===== src/rtl/tt_um_ternary_mac_if.sv =====
// Bundle of the ternary MAC's data/handshake signals, shared by the loader side and the MAC.
//   ena             module select; low aborts the current vector
//   ui_weights      flattened 2-bit ternary weights, element (i,j) at [2*(i*MAX_OUT_LEN+j) +: 2]
//   ui_load_done    loader done pulse (arms the MAC; aborts an in-flight vector)
//   ui_param        [6:3] active rows n_in, [2:0] last output column
//   ui_act          signed 8-bit activation
//   ui_act_valid    activation strobe
//   uo_result       signed 8-bit column result
//   uo_result_valid uo_result holds a result this cycle
//   uo_busy         vector in progress (accumulating or draining)
// master: upstream/pin side that drives the inputs; slave: the MAC.
interface tt_um_ternary_mac_if #(
  parameter int MAX_IN_LEN  = 16,
  parameter int MAX_OUT_LEN = 8
);
  logic                                 ena;
  logic [2*MAX_IN_LEN*MAX_OUT_LEN-1:0]  ui_weights;
  logic                                 ui_load_done;
  logic [6:0]                           ui_param;
  logic [7:0]                           ui_act;
  logic                                 ui_act_valid;
  logic [7:0]                           uo_result;
  logic                                 uo_result_valid;
  logic                                 uo_busy;

  modport master (
    output ena, ui_weights, ui_load_done, ui_param, ui_act, ui_act_valid,
    input  uo_result, uo_result_valid, uo_busy
  );

  modport slave (
    input  ena, ui_weights, ui_load_done, ui_param, ui_act, ui_act_valid,
    output uo_result, uo_result_valid, uo_busy
  );
endinterface


===== src/rtl/tt_um_ternary_mac.sv =====
// Ternary-weight multiply-accumulate stage.
// Accumulates a stream of signed 8-bit activations against a 2-bit ternary weight matrix,
// all output columns in parallel, then drains the column sums one per cycle.
// Ports:
//   clk    clock
//   rst_n  asynchronous active-low reset
//   bus    tt_um_ternary_mac_if.slave (weights, params, activations in; results, busy out)
// Configuration macro:
//   SATURATE_EN  defined: results saturate to [-128, 127]; undefined: results wrap (acc[7:0]).
module tt_um_ternary_mac #(
  parameter int MAX_IN_LEN  = 16,
  parameter int MAX_OUT_LEN = 8,
  parameter int ACC_WIDTH   = 13
) (
  input logic                clk,
  input logic                rst_n,
  tt_um_ternary_mac_if.slave bus
);

  localparam int ColW = $clog2(MAX_OUT_LEN);
  localparam logic signed [ACC_WIDTH-1:0] SatMax = ACC_WIDTH'(127);
  localparam logic signed [ACC_WIDTH-1:0] SatMin = -ACC_WIDTH'(128);

  typedef enum logic [1:0] {StIdle, StAccum, StDrain} state_e;

  state_e                      state_q;
  logic                        load_seen_q;
  logic                        armed_q;
  logic [3:0]                  row_q;
  logic [3:0]                  n_in_q;
  logic [3:0]                  col_q;
  logic [3:0]                  n_out_q;
  logic signed [ACC_WIDTH-1:0] acc_q [MAX_OUT_LEN];
  logic [7:0]                  result_q;
  logic                        result_valid_q;
  logic                        busy_q;

  logic                        accept;
  logic                        abort;
  logic                        last_row;
  logic [3:0]                  n_in_eff;
  logic signed [ACC_WIDTH-1:0] act_ext;
  logic signed [ACC_WIDTH-1:0] acc_upd [MAX_OUT_LEN];
  logic signed [ACC_WIDTH-1:0] acc_sel;

  function automatic logic signed [ACC_WIDTH-1:0] term(input logic [1:0] w,
                                                       input logic signed [ACC_WIDTH-1:0] x);
    case (w)
      2'b01:   term = x;
      2'b11:   term = -x;
      default: term = '0;
    endcase
  endfunction

  function automatic logic [7:0] fmt(input logic signed [ACC_WIDTH-1:0] v);
`ifdef SATURATE_EN
    if (v > SatMax) begin
      fmt = 8'h7f;
    end else if (v < SatMin) begin
      fmt = 8'h80;
    end else begin
      fmt = v[7:0];
    end
`else
    fmt = v[7:0];
`endif
  endfunction

  always_comb begin
    accept   = bus.ena & armed_q & bus.ui_act_valid & (state_q != StDrain);
    abort    = ~bus.ena | (bus.ui_load_done & (state_q != StIdle));
    // In IDLE the params are not latched yet, so the row-count test uses the live pins.
    n_in_eff = (state_q == StIdle) ? bus.ui_param[6:3] : n_in_q;
    last_row = (row_q + 4'd1) == n_in_eff;
    act_ext  = ACC_WIDTH'(signed'(bus.ui_act));
    // Only the current row is indexed, so weights of unused rows never reach the accumulators.
    for (int j = 0; j < MAX_OUT_LEN; j++) begin
      acc_upd[j] = acc_q[j] + term(bus.ui_weights[2*(int'(row_q)*MAX_OUT_LEN + j) +: 2], act_ext);
    end
    acc_sel  = acc_q[col_q[ColW-1:0]];
  end

  always_ff @(posedge clk or negedge rst_n) begin
    if (!rst_n) begin
      state_q        <= StIdle;
      load_seen_q    <= 1'b0;
      armed_q        <= 1'b0;
      row_q          <= '0;
      n_in_q         <= '0;
      col_q          <= '0;
      n_out_q        <= '0;
      for (int j = 0; j < MAX_OUT_LEN; j++) acc_q[j] <= '0;
      result_q       <= '0;
      result_valid_q <= 1'b0;
      busy_q         <= 1'b0;
    end else begin
      // Two-stage arming mirrors the loader's one-cycle settle after its done pulse.
      load_seen_q <= bus.ui_load_done;
      if (load_seen_q) armed_q <= 1'b1;

      if (abort) begin
        state_q        <= StIdle;
        row_q          <= '0;
        col_q          <= '0;
        for (int j = 0; j < MAX_OUT_LEN; j++) acc_q[j] <= '0;
        result_valid_q <= 1'b0;
        busy_q         <= 1'b0;
      end else begin
        unique case (state_q)
          StIdle: begin
            if (accept) begin
              n_in_q  <= bus.ui_param[6:3];
              n_out_q <= {1'b0, bus.ui_param[2:0]} + 4'd1;
              busy_q  <= 1'b1;
              if (bus.ui_param[6:3] == 4'd0) begin
                state_q <= StDrain;
              end else begin
                acc_q   <= acc_upd;
                row_q   <= 4'd1;
                state_q <= last_row ? StDrain : StAccum;
              end
            end
          end
          StAccum: begin
            if (accept) begin
              acc_q <= acc_upd;
              row_q <= row_q + 4'd1;
              if (last_row) state_q <= StDrain;
            end
          end
          StDrain: begin
            if (col_q < n_out_q) begin
              result_q       <= fmt(acc_sel);
              result_valid_q <= 1'b1;
              col_q          <= col_q + 4'd1;
            end else begin
              // Extra cycle after the last column drops valid and busy together.
              state_q        <= StIdle;
              row_q          <= '0;
              col_q          <= '0;
              for (int j = 0; j < MAX_OUT_LEN; j++) acc_q[j] <= '0;
              result_valid_q <= 1'b0;
              busy_q         <= 1'b0;
            end
          end
          default: state_q <= StIdle;
        endcase
      end
    end
  end

  assign bus.uo_result       = result_q;
  assign bus.uo_result_valid = result_valid_q;
  assign bus.uo_busy         = busy_q;

endmodule


===== src/flat_wrapper.sv =====
// flat-port wrapper written by rule: the top's interface ports become plain ports
module tt_um_ternary_mac_flat 
#(
  parameter int MAX_IN_LEN  = 16,
  parameter int MAX_OUT_LEN = 8,
  parameter int ACC_WIDTH   = 13
)
  (clk, rst_n, bus_ena, bus_ui_weights, bus_ui_load_done, bus_ui_param, bus_ui_act, bus_ui_act_valid, bus_uo_result, bus_uo_result_valid, bus_uo_busy);
  tt_um_ternary_mac_if #(.MAX_IN_LEN(MAX_IN_LEN), .MAX_OUT_LEN(MAX_OUT_LEN)) bus_i ();
  input logic clk;
  input logic rst_n;
  input wire logic [$bits(bus_i.ena)-1:0] bus_ena;
  input wire logic [$bits(bus_i.ui_weights)-1:0] bus_ui_weights;
  input wire logic [$bits(bus_i.ui_load_done)-1:0] bus_ui_load_done;
  input wire logic [$bits(bus_i.ui_param)-1:0] bus_ui_param;
  input wire logic [$bits(bus_i.ui_act)-1:0] bus_ui_act;
  input wire logic [$bits(bus_i.ui_act_valid)-1:0] bus_ui_act_valid;
  output wire logic [$bits(bus_i.uo_result)-1:0] bus_uo_result;
  output wire logic [$bits(bus_i.uo_result_valid)-1:0] bus_uo_result_valid;
  output wire logic [$bits(bus_i.uo_busy)-1:0] bus_uo_busy;
  assign bus_i.ena = bus_ena;
  assign bus_i.ui_weights = bus_ui_weights;
  assign bus_i.ui_load_done = bus_ui_load_done;
  assign bus_i.ui_param = bus_ui_param;
  assign bus_i.ui_act = bus_ui_act;
  assign bus_i.ui_act_valid = bus_ui_act_valid;
  assign bus_uo_result = bus_i.uo_result;
  assign bus_uo_result_valid = bus_i.uo_result_valid;
  assign bus_uo_busy = bus_i.uo_busy;
  tt_um_ternary_mac #(.MAX_IN_LEN(MAX_IN_LEN), .MAX_OUT_LEN(MAX_OUT_LEN), .ACC_WIDTH(ACC_WIDTH)) u_core (.clk(clk), .rst_n(rst_n), .bus(bus_i));
endmodule

===== config.mk =====
export PLATFORM = sky130hd
export DESIGN_NAME = tt_um_ternary_mac_flat
export DESIGN_NICKNAME = d
export VERILOG_FILES = /design/src/rtl/tt_um_ternary_mac_if.sv /design/src/rtl/tt_um_ternary_mac.sv /design/src/flat_wrapper.sv
export SDC_FILE = /design/constraint.sdc
export NUM_CORES = 1
export LEC_CHECK = 0
export ABC_AREA = 1
export CAP_MARGIN = 20
export CORE_AREA = 4 4 190 192
export DETAILED_ROUTE_END_ITERATION = 8
export DIE_AREA = 0 0 194 196
export GPL_ROUTABILITY_DRIVEN = 0
export SLEW_MARGIN = 10
export SYNTH_ARGS = -nofsm -noshare
export SYNTH_HDL_FRONTEND = slang
export SYNTH_SLANG_ARGS = --single-unit

===== constraint.sdc =====
create_clock -name clk -period 3.52 [get_ports clk]
set_input_delay 1.056 -clock clk [delete_from_list [all_inputs] [get_ports clk]]
set_output_delay 1.056 -clock clk [all_outputs]
set_load 0.02 [all_outputs]

==> impl_results.md, run 1 <==
* WP data arrival at around 3700 ps
* Main synth FF type: dfrtp_1
* DR WL/cell at between 15 and 20 um
* Power density over cell area at between 500 and 600 nW/um^2
* Area grow syn2layout at 50.4%
* Core area at 34,400 sq um
* TritonCTS clock tree: yes
* CTS H-tree depth at 3
* CP cell instances: clkdlybuf4s50_1 -> inv_2 -> buf_4 -> nand3_2 -> xor2_1 -> buf_4 -> buf_4 -> o22ai_1 -> ha_1 -> buf_4 -> nand2_1 -> inv_1 -> a31oi_1 -> nand3_1 -> nand3_1 -> nand2_1
* HPWL after DPL at approximately 34,000 um
* CP Launch Type: input port
* Max-Cap Viols at 0
* Initial antenna violation count at 0
* Worst Hold Class: reg2reg
* Placed Cells incl. Taps at 2,461
* Worst Max-Slew Pin Slew at 755 ps
* Avg Vias per Cell at roughly 4.9
* Maximum fanout along the worst path at 9
* Worst Path Buf+Inv at 7
* Total track usage at 21.8%
* Slowest cell on the critical path: clkdlybuf4s50_1
* Synth area leader: dfrtp_1
* RSZ-0062 raised after global routing: yes
* Top cells by area, synth: dfrtp_1 23%, nand2_1 20%, ha_1 8.1%, nand3_1 6.6%, inv_1 6.3%
* Worst Path Required at approximately 3800 ps
* Critical setup path kind: in2reg
* Global-route wire length before repair at around 66,000 um
* TritonCTS Buffers at 9
* Ys Warns at 0
* Vias in the first global route at roughly 12,000
* Post-synthesis area per instance at around 6.2 sq um
* Post-route insts no fill at approximately 2,500
* Crit. End Element: flop
* Post-synthesis sequential area ratio at 23.0%
* Tmin final at roughly 3500 ps
* Post-synth EDFFs at 0
* LEAKAGE at between 7 and 8 nW
* Peak Freq at 289 MHz
* Slew headroom at a little under 50%
* Async set-reset flop share out of synthesis at 100%
* # rows at 68
* Final Hold Vio Count at 0
* DRC at 0
* Drt first-iter violations at about 800
* Final worst-path cycle share at a little over nine tenths
* Antenna Nets Post-Route at 0
* Crit path max-delay family: buffers and inverters
* Starting Density at around 30%
* Root Driver: clkbuf_16
* Most common cell type on the critical path: buf_4
* Fin nets at ~2,400
* Setup-failing EPs final at 0
* Via Count at roughly 12,000
* Worst IR Drop VDD at 0.000538 V
* Die width at slightly below 200 um
* Die Ht at just under 200 um
* Post-synthesis register bit count at 94
* Slew Limit Fails at 0
* Cell Area, Synth at 10,200 sq um
* Synth top area share at between 20% and 30%
* Clk buf depth at 2
* Maximum number of pins on one net before global-route repair at between 80 and 90
* Router iterations before antenna repair at 5
* I/O Buffers at 285
* Layout cells sized above 1 at 16.4%
* Grt total ovfl at 0
* Num Clock Sinks at 94
* Post-Synthesis Net Count at approximately 2,000
* Post-Syn Instances at approximately 1,600
* Distinct cells, synth at 42
* CP max stage delay at between 400 and 500 ps
* Routed WL at approximately 43,000 um
* Status: completed
* Skew final at about 12 ps
* Utilization after layout at between 40% and 50%
* Worst skew pair latency at about 370 ps
* Ant. Diodes at 0
* IO Count at ~290
* Clock Pin Slew Worst Setup and Hold Paths at about 90 ps
* DIE AREA at around 38,000 sq um
==> cell type report <==
type | instances | area [sq um]
Timing Repair Buffer | 448 | 4230
Inverter | 187 | 706
Clock buffer | 9 | 225
Multi-Input combinational cell | 1282 | 7190
Tap cell | 455 | 569
Sequential cell | 94 | 2360
Clock inverter | 7 | 83.8
Fill cell | 3532 | 19000
==> report_power, final <==
| group | leakage (nW) | switching [mW] | total (mW) | internal, mW |
|---|---|---|---|---|
| logic | 6.18 | 3.66 | 6.41 | 2.75 |
| registers | 1.25 | 0.231 | 1.63 | 1.40 |
| clock network | 0.152 | 0.541 | 1.05 | 0.513 |
| total | 7.59 | 4.43 | 9.09 | 4.66 |
==> registers in the layout, summed over array words and instances, names as in the netlist <==
name / flops
u_core.load_seen_q: 1
u_core.n_in_q: 4
u_core.bus.uo_result: 8
u_core.col_q: 4
u_core.state_q: 2
u_core.row_q: 4
u_core.bus.uo_busy: 1
u_core.bus.uo_result_valid: 1
u_core.n_out_q: 4
u_core.armed_q: 1
u_core.acc_q: 64
==> routing by layer <==
layer	global-route usage, %	share of wire (%)	vias up
met4	6.07	2.3	0
met3	2.70	4.9	53
li1	-	-	6090
met5	0	0	-
met1	29.6	45	5728
met2	36.5	48	352
==> worst reg2reg max path, cell delays in order (launching register included) <==
cell	delay, ps
dfrtp_4	530
clkinv_2	110
buf_12	260
nand2_1	120
nand3_1	120
nand2_1	60
nor2_1	100
nand2_1	80
nand2_1	140
inv_1	80
nand2_1	110
buf_4	150
o22ai_2	60
ha_1	340
inv_1	70
o21bai_1	100
buf_4	160
a31oi_1	290
nand3_1	130
nand3_1	100
nand2_1	50
==> stage by stage <==
stage | setup TNS, ps | power, mW | hold WS, ps | instance area, sq um | setup WS [ps]
after global placement | -9460 | 7.60 | 421 | 14600 | -525
after detailed placement | -10730 | 7.72 | 415 | 14600 | -498
after CTS | 0 | 8.82 | 442 | 14900 | 17.1
after global routing | -139 | 9.84 | 475 | 15400 | -49.8
after floorplan | 0 | 5.37 | 410 | 10200 | 312
final | 0 | 9.09 | 444 | 15400 | 58.9
==> path summary, 6_finish.rpt <==
| check | startpoint | end | slack (ps) | cells after the start |
|---|---|---|---|---|
| setup / recovery | bus_ui_act[1] | u_core.acc_q[72] | 60 | 16 |
| min in group asynchronous | rst_n | u_core.bus.uo_result[4] | 660 | 1 |
| hold / removal | u_core.load_seen_q | u_core.armed_q | 440 | 1 |
| hold reg to reg | u_core.load_seen_q | u_core.armed_q | 440 | 1 |
| setup reg to reg | u_core.row_q[0] | u_core.acc_q[72] | 270 | 20 |
| max in group asynchronous | rst_n | u_core.acc_q[97] | 2150 | 2 |
==> what timing repair did <==
| item | 4_1_cts | 5_1_grt |
|---|---|---|
| setup buffers | 0 | 5 |
| hold buffers | 0 | 0 |
| setup endpoints to repair | 6 | 32 |
| resized for setup | 4 | 120 |
| pin swaps | 0 | 36 |
==> cell usage after synthesis, types with 2 or more instances <==
library cell / instances
dfrtp_1: 94
buf_4: 6
o21bai_1: 11
nand2_1: 556
inv_1: 171
o22ai_1: 50
nand2_2: 2
a31oi_1: 8
nor2_1: 119
clkbuf_1: 24
ha_1: 66
a21oi_1: 109
nor2_2: 2
o31ai_1: 2
nand4_1: 2
fa_1: 8
a22o_1: 2
o21ai_1: 2
a21o_1: 8
mux2_2: 8
o22ai_2: 19
xnor2_1: 21
xor2_1: 31
o21ai_0: 109
clkinv_1: 6
buf_1: 7
inv_2: 9
buf_2: 34
buf_6: 5
nand3_1: 135
nor3_1: 2
==> cell families after synthesis <==
group	count (synthesis)	synth area share, %
multiplexers	8	0.882
adder cells (fa/ha/maj)	74	9.66
XOR/XNOR	53	4.62
buffers and inverters	263	10.7
AO/OA/AOI/OAI	324	18.8
AND/OR/NAND/NOR	823	32.3
flip-flops	94	23.0
==> placed cells by master (no fill, tap or decap), types with 17 or more instances in the layout <==
| master | instances |
|---|---|
| nand2_1 | 517 |
| clkdlybuf4s50_1 | 283 |
| inv_1 | 169 |
| buf_4 | 150 |
| nand3_1 | 125 |
| nor2_1 | 110 |
| o21ai_0 | 103 |
| dfrtp_1 | 93 |
| a21oi_1 | 91 |
| ha_1 | 64 |
| o22ai_1 | 38 |
| nand2_2 | 34 |
| xor2_1 | 31 |
| o22ai_2 | 31 |
| xnor2_1 | 21 |
| a21oi_2 | 17 |
Power figures use the tool's default switching activity.
==> run 2: changes to the inputs <==
- ABC_CLOCK_PERIOD_IN_PS: default -> 3520
==> results of run 2 <==
The final DEF is identical to that of run 1; final timing and power are the same.
==> run 3: changes to the inputs <==
- ABC_CLOCK_PERIOD_IN_PS: 3520 -> default
==> results of run 3 <==
The final DEF is identical to that of run 1; final timing and power are the same.
